File: config.mk
export PLATFORM = sky130hd
export DESIGN_NAME = score_counter
export DESIGN_NICKNAME = d
export VERILOG_FILES = /design/src/rtl/score_pkg.sv /design/src/rtl/bcd_inc.sv /design/src/rtl/score_counter.sv
export SDC_FILE = /design/constraint.sdc
export NUM_CORES = 1
export LEC_CHECK = 0
export CAP_MARGIN = 10
export CORE_MARGIN = 2
export CORE_UTILIZATION = 40
export CTS_CLUSTER_SIZE = 40
export DETAILED_ROUTE_END_ITERATION = 8
export PLACE_DENSITY_LB_ADDON = 0.08
export RECOVER_POWER = 50
export SYNTH_ARGS = -nofsm -noshare
export SYNTH_HDL_FRONTEND = slang
export SYNTH_SLANG_ARGS = --single-unit
File: constraint.sdc
create_clock -name clk -period 4.5 [get_ports clk]
set_clock_uncertainty 0.1 [all_clocks]
set_input_delay 0.9 -clock clk [delete_from_list [all_inputs] [get_ports clk]]
set_output_delay 0.9 -clock clk [all_outputs]
set_load 0.02 [all_outputs]
File: src/rtl/score_pkg.sv
// score_pkg: shared constants for the score counter.
//   state_t     - FSM state encodings (IDLE/PLAY/OVER; 2'd3 is unused)
//   BCD_DIG_MAX - largest legal BCD digit
//   SCORE_CLR   - value score/hiscore take on clear and round start
package score_pkg;

    typedef enum logic [1:0] {
        ST_IDLE = 2'd0,
        ST_PLAY = 2'd1,
        ST_OVER = 2'd2
    } state_t;

    localparam logic [3:0] BCD_DIG_MAX = 4'd9;
    localparam logic [7:0] SCORE_CLR   = 8'h00;

endpackage

File: src/rtl/bcd_inc.sv
// bcd_inc: combinational single-digit BCD incrementer.
//   d  - current digit (0..9)
//   ci - increment request / carry in
//   q  - next digit
//   co - carry out, set when a 9 wraps to 0
module bcd_inc
    import score_pkg::*;
(
    input  logic [3:0] d,
    input  logic       ci,
    output logic [3:0] q,
    output logic       co
);

    always_comb begin
        q  = d;
        co = 1'b0;
        if (ci) begin
            // >= also folds any stray non-BCD digit back to 0
            if (d >= BCD_DIG_MAX) begin
                q  = 4'd0;
                co = 1'b1;
            end else begin
                q  = d + 4'd1;
            end
        end
    end

endmodule

File: src/rtl/score_counter.sv
// score_counter: two-digit BCD game score with round FSM.
//   clk, clr    - clock, async active-high reset
//   game_start  - level; rising edge starts a round (from IDLE or OVER)
//   game_over   - level; ends the round while in PLAY
//   pass        - level; each rising edge in PLAY scores one point
//   score       - packed BCD {tens, units}, saturates at MAX_BCD
//   score_tick  - one-cycle pulse aligned with each new score value
//   state       - current FSM state
//   hiscore, new_record - only when SCORE_HISCORE_EN is defined
// Optional feature macro: SCORE_HISCORE_EN
module score_counter
    import score_pkg::*;
#(
    parameter logic [7:0] MAX_BCD = 8'h99
) (
    input  logic       clk,
    input  logic       clr,
    input  logic       game_start,
    input  logic       game_over,
    input  logic       pass,
    output logic [7:0] score,
    output logic       score_tick,
`ifdef SCORE_HISCORE_EN
    output logic [7:0] hiscore,
    output logic       new_record,
`endif
    output logic [1:0] state
);

    state_t     state_q, state_d;
    logic       game_start_q, pass_q;
    logic [7:0] score_q;
    logic       tick_q;

    logic       start_edge, pass_edge, round_start, inc_en;
    logic [3:0] units_n, tens_n;
    logic       units_co, tens_co;
    logic [7:0] score_inc;

    assign start_edge  = game_start & ~game_start_q;
    assign pass_edge   = pass & ~pass_q;
    assign round_start = start_edge && (state_q == ST_IDLE || state_q == ST_OVER);
    // game_over wins over a coincident pass edge; BCD values order like binary
    assign inc_en      = (state_q == ST_PLAY) && !game_over && pass_edge
                         && (score_q < MAX_BCD);

    bcd_inc u_units (.d(score_q[3:0]), .ci(inc_en),   .q(units_n), .co(units_co));
    bcd_inc u_tens  (.d(score_q[7:4]), .ci(units_co), .q(tens_n),  .co(tens_co));

    // never let a tens wrap reach the display, even if MAX_BCD is out of range
    assign score_inc = tens_co ? score_q : {tens_n, units_n};

    always_comb begin
        state_d = state_q;
        case (state_q)
            ST_IDLE: if (start_edge) state_d = ST_PLAY;
            ST_PLAY: if (game_over)  state_d = ST_OVER;
            ST_OVER: if (start_edge) state_d = ST_PLAY;
            default: state_d = ST_IDLE;
        endcase
    end

    // edge registers preload to 1 so inputs high at clr release are not edges
    always_ff @(posedge clk or posedge clr) begin
        if (clr) begin
            state_q      <= ST_IDLE;
            game_start_q <= 1'b1;
            pass_q       <= 1'b1;
            score_q      <= SCORE_CLR;
            tick_q       <= 1'b0;
        end else begin
            state_q      <= state_d;
            game_start_q <= game_start;
            pass_q       <= pass;
            score_q      <= round_start ? SCORE_CLR : score_inc;
            tick_q       <= inc_en;
        end
    end

`ifdef SCORE_HISCORE_EN
    logic [7:0] hiscore_q;
    logic       new_record_q;

    always_ff @(posedge clk or posedge clr) begin
        if (clr) begin
            hiscore_q    <= SCORE_CLR;
            new_record_q <= 1'b0;
        end else if (round_start) begin
            new_record_q <= 1'b0;
        end else if (state_q == ST_PLAY && game_over && score_q > hiscore_q) begin
            hiscore_q    <= score_q;
            new_record_q <= 1'b1;
        end
    end

    assign hiscore    = hiscore_q;
    assign new_record = new_record_q;
`endif

    assign score      = score_q;
    assign score_tick = tick_q;
    assign state      = state_q;

endmodule

==> qor.txt <==
run status = complete, no violations
most area-hungry cell type in the Yosys netlist = sky130_fd_sc_hd__dfrtp_1
number of endpoints with negative hold slack in the final report = 0
sum of negative setup slack = 0 ns
number of enable-type register cells in the synthesized netlist = 0
critical path endpoint category = register
total inserted antenna cells = 0
CP required = 4.59 ns
count of buffers from port buffering = 15
kind of path behind the tightest hold check = register to register
number of standard cells in the layout, taps in and fillers out = 116
total via count after detailed routing = 588
Slowest Stage Delay on Critical Path = 0.56 ns
highest-count cells in the layout ignoring fill and taps = 11 x sky130_fd_sc_hd__clkdlybuf4s50_1, 11 x sky130_fd_sc_hd__dfrtp_1, 8 x sky130_fd_sc_hd__nand2_1, 8 x sky130_fd_sc_hd__inv_1, 6 x sky130_fd_sc_hd__ha_1
number of synthesis warnings = 0
fin crit period = 2.620 ns
die extent in y = 48.67 um
tightest hold margin = 0.4565 ns
antenna violations before repair = 0
# clock sinks = 13
overall die width = 48.67 um
maximum net fanout on the critical path = 4
grt met3 use = 3.086%
DRT iter0 DRCs = 10
Gate Count Post-Synth = 72
final WL = 1483 um
H-tree level count = 1
HPWL after detailed placement = 1090 um
global routing usage on met2 = 23.97%
nets@finish = 101
RSZ-0062 raised after global routing = no
max capacitance violation total = 0
standard cell core area = 1922 um2
router iterations before antenna repair = 3
last weighted congestion value of the routability-driven placer = 0.7389
proportion of synthesized flip-flops having asynchronous set or reset = 100.0%
crit-path cells = dlygate4sd3_1 > nor3b_1 > o2111ai_2 > a2111oi_4 > mux2i_1
# placed instances = 112
Filler Cell Count = 203
Power Dens Cells = 254.5 nW/um2
clock transition at the register clock pins on the worst setup and hold paths after CTS = 0.08 ns
pin slew with the least headroom to its limit = 0.4914 ns
CTS Root Cell = sky130_fd_sc_hd__clkbuf_4
dominant register cell in the synthesized netlist = sky130_fd_sc_hd__dfrtp_1
setup bufs post-CTS = 0
fmax = 381.6 MHz
LEAKAGE = 0.4561 nW
proportion of layout cells with a drive suffix above 1 = 13.48%
hold-fix buffers at CTS = 0
number of nets produced by synthesis = 83
minimum setup slack among reg-to-reg paths = 2.47 ns
Via density = 5.069
normalized max-slew margin = 67.20%
crit path kind = input port to register
total grt overflow = 0
DR DRC count = 0
Final setup violation count = 0
Arrival @ worst endpoint = 2.72 ns
floorplan die area = 2369 um2
maximum number of pins on one net before global-route repair = 14
first-pass GRT wire length = 2856 um
clock tree from TritonCTS = yes
Worst path slowest cell = sky130_fd_sc_hd__dlygate4sd3_1
number of top-level pins = 16
Layout area overhead = 23.35%
met1 Track Usage GR = 20.20%
total track usage = 15.29%
clock insertion delay at the later pin of the skew report = 0.27 ns
post-cts sizing count = 0
type of origin of the critical path = input port
flop and latch count out of synthesis = 13
Pins Over Slew Limit = 0
via count of the first global-routing pass = 622
routed wirelength normalized by instance count = 12.78 um
grt peak-use layer = met2
Routed Antenna Nets = 0
maximum vdd ir drop = 132.6 uV
Avg Synthesized Cell Area = 11.09 um2
leading post-synthesis cells by cell area = sky130_fd_sc_hd__dfrtp_1 34%, sky130_fd_sc_hd__ha_1 9.4%, sky130_fd_sc_hd__dfstp_2 6.6%
combined area of all synthesized cells = 798.3 um2
floorplan row count = 16
fin crit share = 58.23%
number of library cell types mapped by synthesis = 34
maximum count of clock buffers along a single path = 2
CTS Buf Count = 3
Initial Utilization = 41.54%
fraction of post-synthesis cell area in the top cell type by area = 34.48%
sequential cell area fraction in the yosys report = 41.07%
==> path summary, 6_finish.rpt <==
path                                       from  depth (start not counted)                     end
max                                   game_over                          5    score[6]$_DFFE_PP0P_
min                        state[0]$_DFFE_PP0P_                          1    state[0]$_DFFE_PP0P_
max reg2reg                score[0]$_DFFE_PP0P_                          6    score[6]$_DFFE_PP0P_
min reg2reg                state[0]$_DFFE_PP0P_                          1    state[0]$_DFFE_PP0P_
max in group asynchronous                   clr                          2  game_start_q$_DFF_PP1_
min in group asynchronous                   clr                          2    score[6]$_DFFE_PP0P_
==> synth_stat cells (2+ instances only) <==
master,instances
sky130_fd_sc_hd__dfrtp_1,11
sky130_fd_sc_hd__inv_1,8
sky130_fd_sc_hd__nand2_1,8
sky130_fd_sc_hd__ha_1,6
sky130_fd_sc_hd__nand3b_1,3
sky130_fd_sc_hd__dfstp_2,2
sky130_fd_sc_hd__mux2i_1,2
sky130_fd_sc_hd__nand2b_1,2
sky130_fd_sc_hd__nand3_1,2
sky130_fd_sc_hd__o211ai_1,2
sky130_fd_sc_hd__o21ai_1,2
sky130_fd_sc_hd__o32ai_1,2
==> worst max-delay path, delay by kind of cell <==
kind | cells | cell delay, ns
mux | 1 | 0.22
buf+inv | 1 | 0.56
compound gates | 2 | 0.66
simple gates | 1 | 0.37
==> state kept, by name (all words and copies together), names as in the netlist <==
register / flops
score_tick: 1
game_start_q: 1
state: 2
score: 8
pass_q: 1
==> layer usage <==
metal | vias to the layer above | wire (um)
li1 | 291 | -
met1 | 287 | 749
met2 | 8 | 684
met3 | 2 | 35
met4 | 0 | 14
met5 | - | 0
==> through the flow <==
stage	worst slack, ns	util [%]	instance area (um2)	total power, mW
floorplan	2.452	-	798.3	0.1631
global placement	1.858	50.13	963.4	0.1831
detailed placement	1.850	50.13	963.4	0.1840
CTS	1.961	51.50	989.7	0.2569
global route	1.799	51.24	984.7	0.2716
finish	1.880	51.24	984.7	0.2506
==> area by class of cell <==
class                           count  area (um2)  share of cell area (%)
Clock buffer                        4       26.28                   2.668
Inverter                            9       33.78                   3.431
Multi-Input combinational cell     48       412.9                   41.93
Sequential cell                    13       327.8                   33.29
Tap cell                           27       33.78                   3.431
Timing Repair Buffer               15       150.1                   15.25
==> cells by family (layout without fill, tap and decap cells) <==
kind of cell | Yosys count | in the layout | synth area share [%]
compound gates | 18 | 18 | 23.20
fa+ha+maj | 6 | 6 | 9.404
buf+inv | 11 | 28 | 6.583
flops | 13 | 13 | 41.07
mux | 2 | 2 | 2.508
simple gates | 22 | 22 | 17.24
==> where the power goes <==
part / switching, mW / total, mW / leakage (nW) / internal (mW)
logic: 0.0245 / 0.0474 / 0.274 / 0.0229
registers: 0.00802 / 0.132 / 0.167 / 0.124
clock network: 0.0368 / 0.0711 / 0.0150 / 0.0343
total: 0.0693 / 0.251 / 0.456 / 0.181
No activity file was read; power rests on OpenSTA's default activity.
